## config.mk

```make
export PLATFORM = sky130hd
export DESIGN_NAME = nibble_serial_adder
export DESIGN_NICKNAME = d
export VERILOG_FILES = /design/src/rtl/adder_pkg.sv /design/src/rtl/sum_inc4bit.sv /design/src/rtl/nibble_serial_adder.sv
export SDC_FILE = /design/constraint.sdc
export NUM_CORES = 1
export LEC_CHECK = 0
export ABC_AREA = 0
export BUFFER_PORTS_ARGS = -buffer_cell sky130_fd_sc_hd__buf_2
export CAP_MARGIN = 20
export CORE_UTILIZATION = 48
export CTS_BUF_LIST = sky130_fd_sc_hd__clkbuf_8
export DETAILED_ROUTE_END_ITERATION = 10
export PLACE_DENSITY_LB_ADDON = 0.25
export SLEW_MARGIN = 10
export SYNTH_ARGS = -nofsm -noshare
export SYNTH_HDL_FRONTEND = slang
export SYNTH_SLANG_ARGS = --single-unit
```

## constraint.sdc

```tcl
create_clock -name clk -period 3.93 [get_ports clk]
set_input_delay 0.786 -clock clk [delete_from_list [all_inputs] [get_ports clk]]
set_output_delay 0.786 -clock clk [all_outputs]
set_load 0.005 [all_outputs]
```

## src/rtl/adder_pkg.sv

```systemverilog
// Shared constants and state encoding for the nibble-serial adder.
package adder_pkg;

    localparam int unsigned WIDTH_DEFAULT = 16;
    localparam int unsigned NIB_W         = 4;

    typedef enum logic [1:0] {
        IDLE = 2'd0,
        RUN  = 2'd1,
        DONE = 2'd2
    } state_e;

endpackage

```

## src/rtl/sum_inc4bit.sv

```systemverilog
// Raw 4-bit adder: S = A + B, with the carry out of bit 3 on C.
module sum_inc4bit
    import adder_pkg::*;
(
    input  logic [NIB_W-1:0] A,
    input  logic [NIB_W-1:0] B,
    output logic [NIB_W-1:0] S,
    output logic             C
);

    assign {C, S} = {1'b0, A} + {1'b0, B};

endmodule

```

## src/rtl/nibble_serial_adder.sv

```systemverilog
// Serial WIDTH-bit adder: one nibble per cycle through a single 4-bit adder,
// with a valid/ready handshake on both the operand and the result side.
module nibble_serial_adder
    import adder_pkg::*;
#(
    parameter int unsigned WIDTH = WIDTH_DEFAULT
) (
    input  logic             clk,
    input  logic             rst,
    input  logic             in_valid,
    output logic             in_ready,
    input  logic [WIDTH-1:0] A,
    input  logic [WIDTH-1:0] B,
    input  logic             CI,
    output logic             out_valid,
    input  logic             out_ready,
    output logic [WIDTH-1:0] S,
    output logic             C
);

    localparam int unsigned NNIB = WIDTH / NIB_W;
    localparam int unsigned IDXW = (NNIB > 1) ? $clog2(NNIB) : 1;
    localparam logic [IDXW-1:0] LAST_IDX = IDXW'(NNIB - 1);

    state_e            state_q, state_d;
    logic [WIDTH-1:0]  a_q, a_d;
    logic [WIDTH-1:0]  b_q, b_d;
    logic [WIDTH-1:0]  s_q, s_d;
    logic              carry_q, carry_d;
    logic              c_q, c_d;
    logic [IDXW-1:0]   idx_q, idx_d;

    logic [NIB_W-1:0]  nib_a, nib_b;
    logic [NIB_W-1:0]  raw_sum;
    logic              raw_carry;
    logic [NIB_W-1:0]  nib_res;
    logic              nib_cout;

    always_comb begin
        nib_a = '0;
        nib_b = '0;
        for (int unsigned i = 0; i < NNIB; i++) begin
            if (idx_q == IDXW'(i)) begin
                nib_a = a_q[i*NIB_W +: NIB_W];
                nib_b = b_q[i*NIB_W +: NIB_W];
            end
        end
    end

    sum_inc4bit u_sum (
        .A (nib_a),
        .B (nib_b),
        .S (raw_sum),
        .C (raw_carry)
    );

    // Carry-in is applied as a separate increment on the raw nibble sum;
    // it can only ripple out when the raw sum is all ones.
    always_comb begin
        nib_res  = carry_q ? (raw_sum + 4'd1) : raw_sum;
        nib_cout = raw_carry | (carry_q & (raw_sum == 4'hF));
    end

    always_comb begin
        state_d = state_q;
        a_d     = a_q;
        b_d     = b_q;
        s_d     = s_q;
        carry_d = carry_q;
        c_d     = c_q;
        idx_d   = idx_q;

        case (state_q)
            IDLE: begin
                if (in_valid) begin
                    a_d     = A;
                    b_d     = B;
                    carry_d = CI;
                    idx_d   = '0;
                    state_d = RUN;
                end
            end
            RUN: begin
                for (int unsigned i = 0; i < NNIB; i++) begin
                    if (idx_q == IDXW'(i)) begin
                        s_d[i*NIB_W +: NIB_W] = nib_res;
                    end
                end
                carry_d = nib_cout;
                if (idx_q == LAST_IDX) begin
                    c_d     = nib_cout;
                    state_d = DONE;
                end else begin
                    idx_d = idx_q + 1'b1;
                end
            end
            DONE: begin
                if (out_ready) begin
                    state_d = IDLE;
                end
            end
            default: state_d = IDLE;
        endcase
    end

    always_ff @(posedge clk) begin
        if (rst) begin
            state_q <= IDLE;
            s_q     <= '0;
            carry_q <= 1'b0;
            c_q     <= 1'b0;
            idx_q   <= '0;
        end else begin
            state_q <= state_d;
            s_q     <= s_d;
            carry_q <= carry_d;
            c_q     <= c_d;
            idx_q   <= idx_d;
        end
    end

    // Operands have no reset: they only ever change on an accept edge.
    always_ff @(posedge clk) begin
        a_q <= a_d;
        b_q <= b_d;
    end

    assign in_ready  = (state_q == IDLE);
    assign out_valid = (state_q == DONE);
    assign S         = s_q;
    assign C         = c_q;

endmodule

```

==> flow_summary.yaml <==
floorplanning:
  die_area_um2: 5220
  die_w_um: 72.3
  core-area_um2: 4720
  start_util_pct: 50.2
  die_h_um: 72.3
  num_rows: 25
  num_io_pins: 56
route:
  ant_nets: 0
  wl_per_cell_um: 13.6
  firstDrtPassIters: 4
  drt_wl_total_mm: 4.29
  drt_iter0_markers: 89
  drt-vias-per-instance: 5.15
  routed-via-count: 1623
  drc: 0
final_layout:
  antenna_cells: 0
  final_layout_size_suffix_gt1_share_pct: 28.6
  fillers: 425
  stdcell_area_um2: 2780
  nets: 294
  final-seq-area_um2: 1400
  multi_input_area_um2: 890
  syn2layout_area_growth_pct: 17.4
critical_path:
  crit_path_max_incr_delay_ns: 0.49
  r2r_slack_ns: 0.51
  path_delay_family: "adder cells"
  worstSetupEndpointType: "register"
  cpMaxStageDelayCell: "nor2b_1"
  crit_path_cell_trace: "inv_1, ha_1, nor2b_1, a221oi_1, o31ai_1, ha_1, fa_1, and4_1, and4b_1, a211oi_2, a211oi_1"
  crit_top_cell: "ha_1"
  startpoint_type: "register"
  worst_ep_arrival_time_ns: 3.59
  cp_data_required_time_ns: 4.10
  critPathMaxFanout: 11
  crit_buf_inv: 1
  criticalPathCategory: "register to register"
power_and_ir_drop:
  total_leakage_power_nw: 1.09
  power.density_nw_per_um2: 440
  vdd_drop_max_v: 0.000241
job:
  drv_cap: 0
yosys:
  ys_seq_area_share_pct: 59.1
  synth_area_um2: 2370
  yosys_register_bits: 54
  yosys_warnings: 0
  synth.distinct_cells: 42
  synthArstFlopShare_pct: 0
  synthFlopType: "edfxtp_1"
  syn_inst: 197
  syn_area_per_cell_um2: 12.0
  mappedNetlistNets: 244
  synth_edf_count: 32
timing:
  fin_ws_ns: 0.509
  max_clock_freq_mhz: 292
  finalHoldViolations: 0
  post-route-period-util_pct: 87.1
  min_period_ns: 3.42
  slew_violations: 0
  rsz0062_at_grt: "no"
  max_slew_margin_pct: 54.9
  clock_skew_ns: 0.0135
  tns_ns: 0
  worst_pin_slew_ns: 0.676
  setup_violations: 0
clocking:
  hold_buffers: 0
  cts_root_buf: "clkbuf_8"
  clock_sinks: 54
  cts_made_buffers: 5
  cts-htree-levels: 2
  cts.clk_slew.worst_paths_ns: 0.09
  cts_tree: "built"
  cts_resized: 0
  post_cts_buffers: 0
  cts_buffer_depth: 2
  clk_latency_ns: 0.31
global_routing:
  gr-total-overflow: 0
  grt_pass1_wl_mm: 6.92
  antenna_found_initial: 0
  grt_pass1_vias: 1527
  globalRouteTotalUtil_pct: 17.5
  grt_max_degree: 33
placed_design:
  dpl_cell_area_um2: 2680
  pre_cts_ws_ns: 0.541
  portBuffers: 55
  dp_hpwl_mm: 3.13
  routabilityCongestion: 0.791
min_path:
  hold_path.class: "register to register"
outcome:
  outcome: "finished, final reports clean"
kinds of logic (layout without fill, tap and decap cells):
logic type	after synthesis	count (layout)	share of synthesized area [%]
DFF	54	54	59.1
xor gates and xnor gates	3	3	1.43
and+or+nand+nor	57	57	11.8
AOI/OAI and AO/OA	48	48	15.7
adders and majority gates	10	10	5.59
muxes	7	7	3.01
buffers and inverters	18	69	3.38
cell type report:
class	instances	share of cell area, %
flip-flops and latches	54	50.4
inverters	5	0.674
repair buffers	56	10.2
multi-input cells	125	32.0
well taps	67	3.01
clock inverters	3	1.35
clock buffers	5	2.47
flip-flops by register name, indices dropped and copies added, names as in the netlist:
name and count:
carry_q 1, C 1, S 16, a_q 16, idx_q 2, state_q 2
b_q 16
tightest hold or removal path, stage by stage, from the launching register on:
cell and delay (ns):
dfxtp_1 0.31, nor2_1 0.09, a211oi_1 0.05
final timing paths:
check                               from  endpoint  cells after the start
worst max-delay path            idx_q[1]     S[11]                     11
worst min-delay path               S[15]     S[15]                      2
worst max register to register  idx_q[1]     S[11]                     11
worst min register to register     S[15]     S[15]                      2
Yosys cell counts, types with 5 or more instances:
cell type / count / area (um^2)
a221oi_1: 7 / 61.3
o31ai_1: 7 / 52.6
ha_1: 9 / 113
dfxtp_1: 22 / 440
nand2_1: 11 / 41.3
nor2_1: 24 / 90.1
mux2i_1: 6 / 60.1
clkbuf_1: 6 / 22.5
a211oi_1: 13 / 97.6
edfxtp_1: 32 / 961
and2_1: 5 / 31.3
nor2b_1: 9 / 56.3
inv_1: 5 / 18.8
a21oi_1: 6 / 30.0
placed cells by master, fill, tap and decap left out, types with 6 or more instances in the layout:
cell | Yosys | layout
a211oi_1 | 13 | 13
a21oi_1 | 6 | 6
a221oi_1 | 7 | 7
buf_2 | 4 | 55
dfxtp_1 | 22 | 22
edfxtp_1 | 32 | 32
ha_1 | 9 | 9
inv_1 | 5 | 7
mux2i_1 | 6 | 6
nand2_1 | 11 | 11
nor2_1 | 24 | 24
nor2b_1 | 9 | 9
o31ai_1 | 7 | 7
per-stage QoR:
stage	power (mW)	util, %	cells	hold slack, ns
4_1_cts	1.24	58.9	315	0.501
3_3_place_gp	0.883	56.7	307	0.469
5_1_grt	1.27	58.9	315	0.531
2_1_floorplan	0.824	-	197	0.485
3_5_place_dp	0.887	56.7	307	0.476
6_report	1.23	58.9	315	0.499
routing by layer:
metal / vias up / GRT usage, % / wire [um]
met5: - / 0 / 0
met4: 0 / 8.71 / 87
met3: 9 / 4.31 / 175
met2: 49 / 29.1 / 2100
met1: 737 / 21.3 / 1920
li1: 828 / - / -
where the power goes:
part	switching (mW)	total [mW]	leakage [nW]	internal (mW)
clock	0.166	0.352	0.0607	0.186
combinational	0.126	0.225	0.547	0.0989
sequential	0.0158	0.648	0.484	0.632
total	0.308	1.23	1.09	0.917
Note: power is estimated with default switching activity, not from simulation.
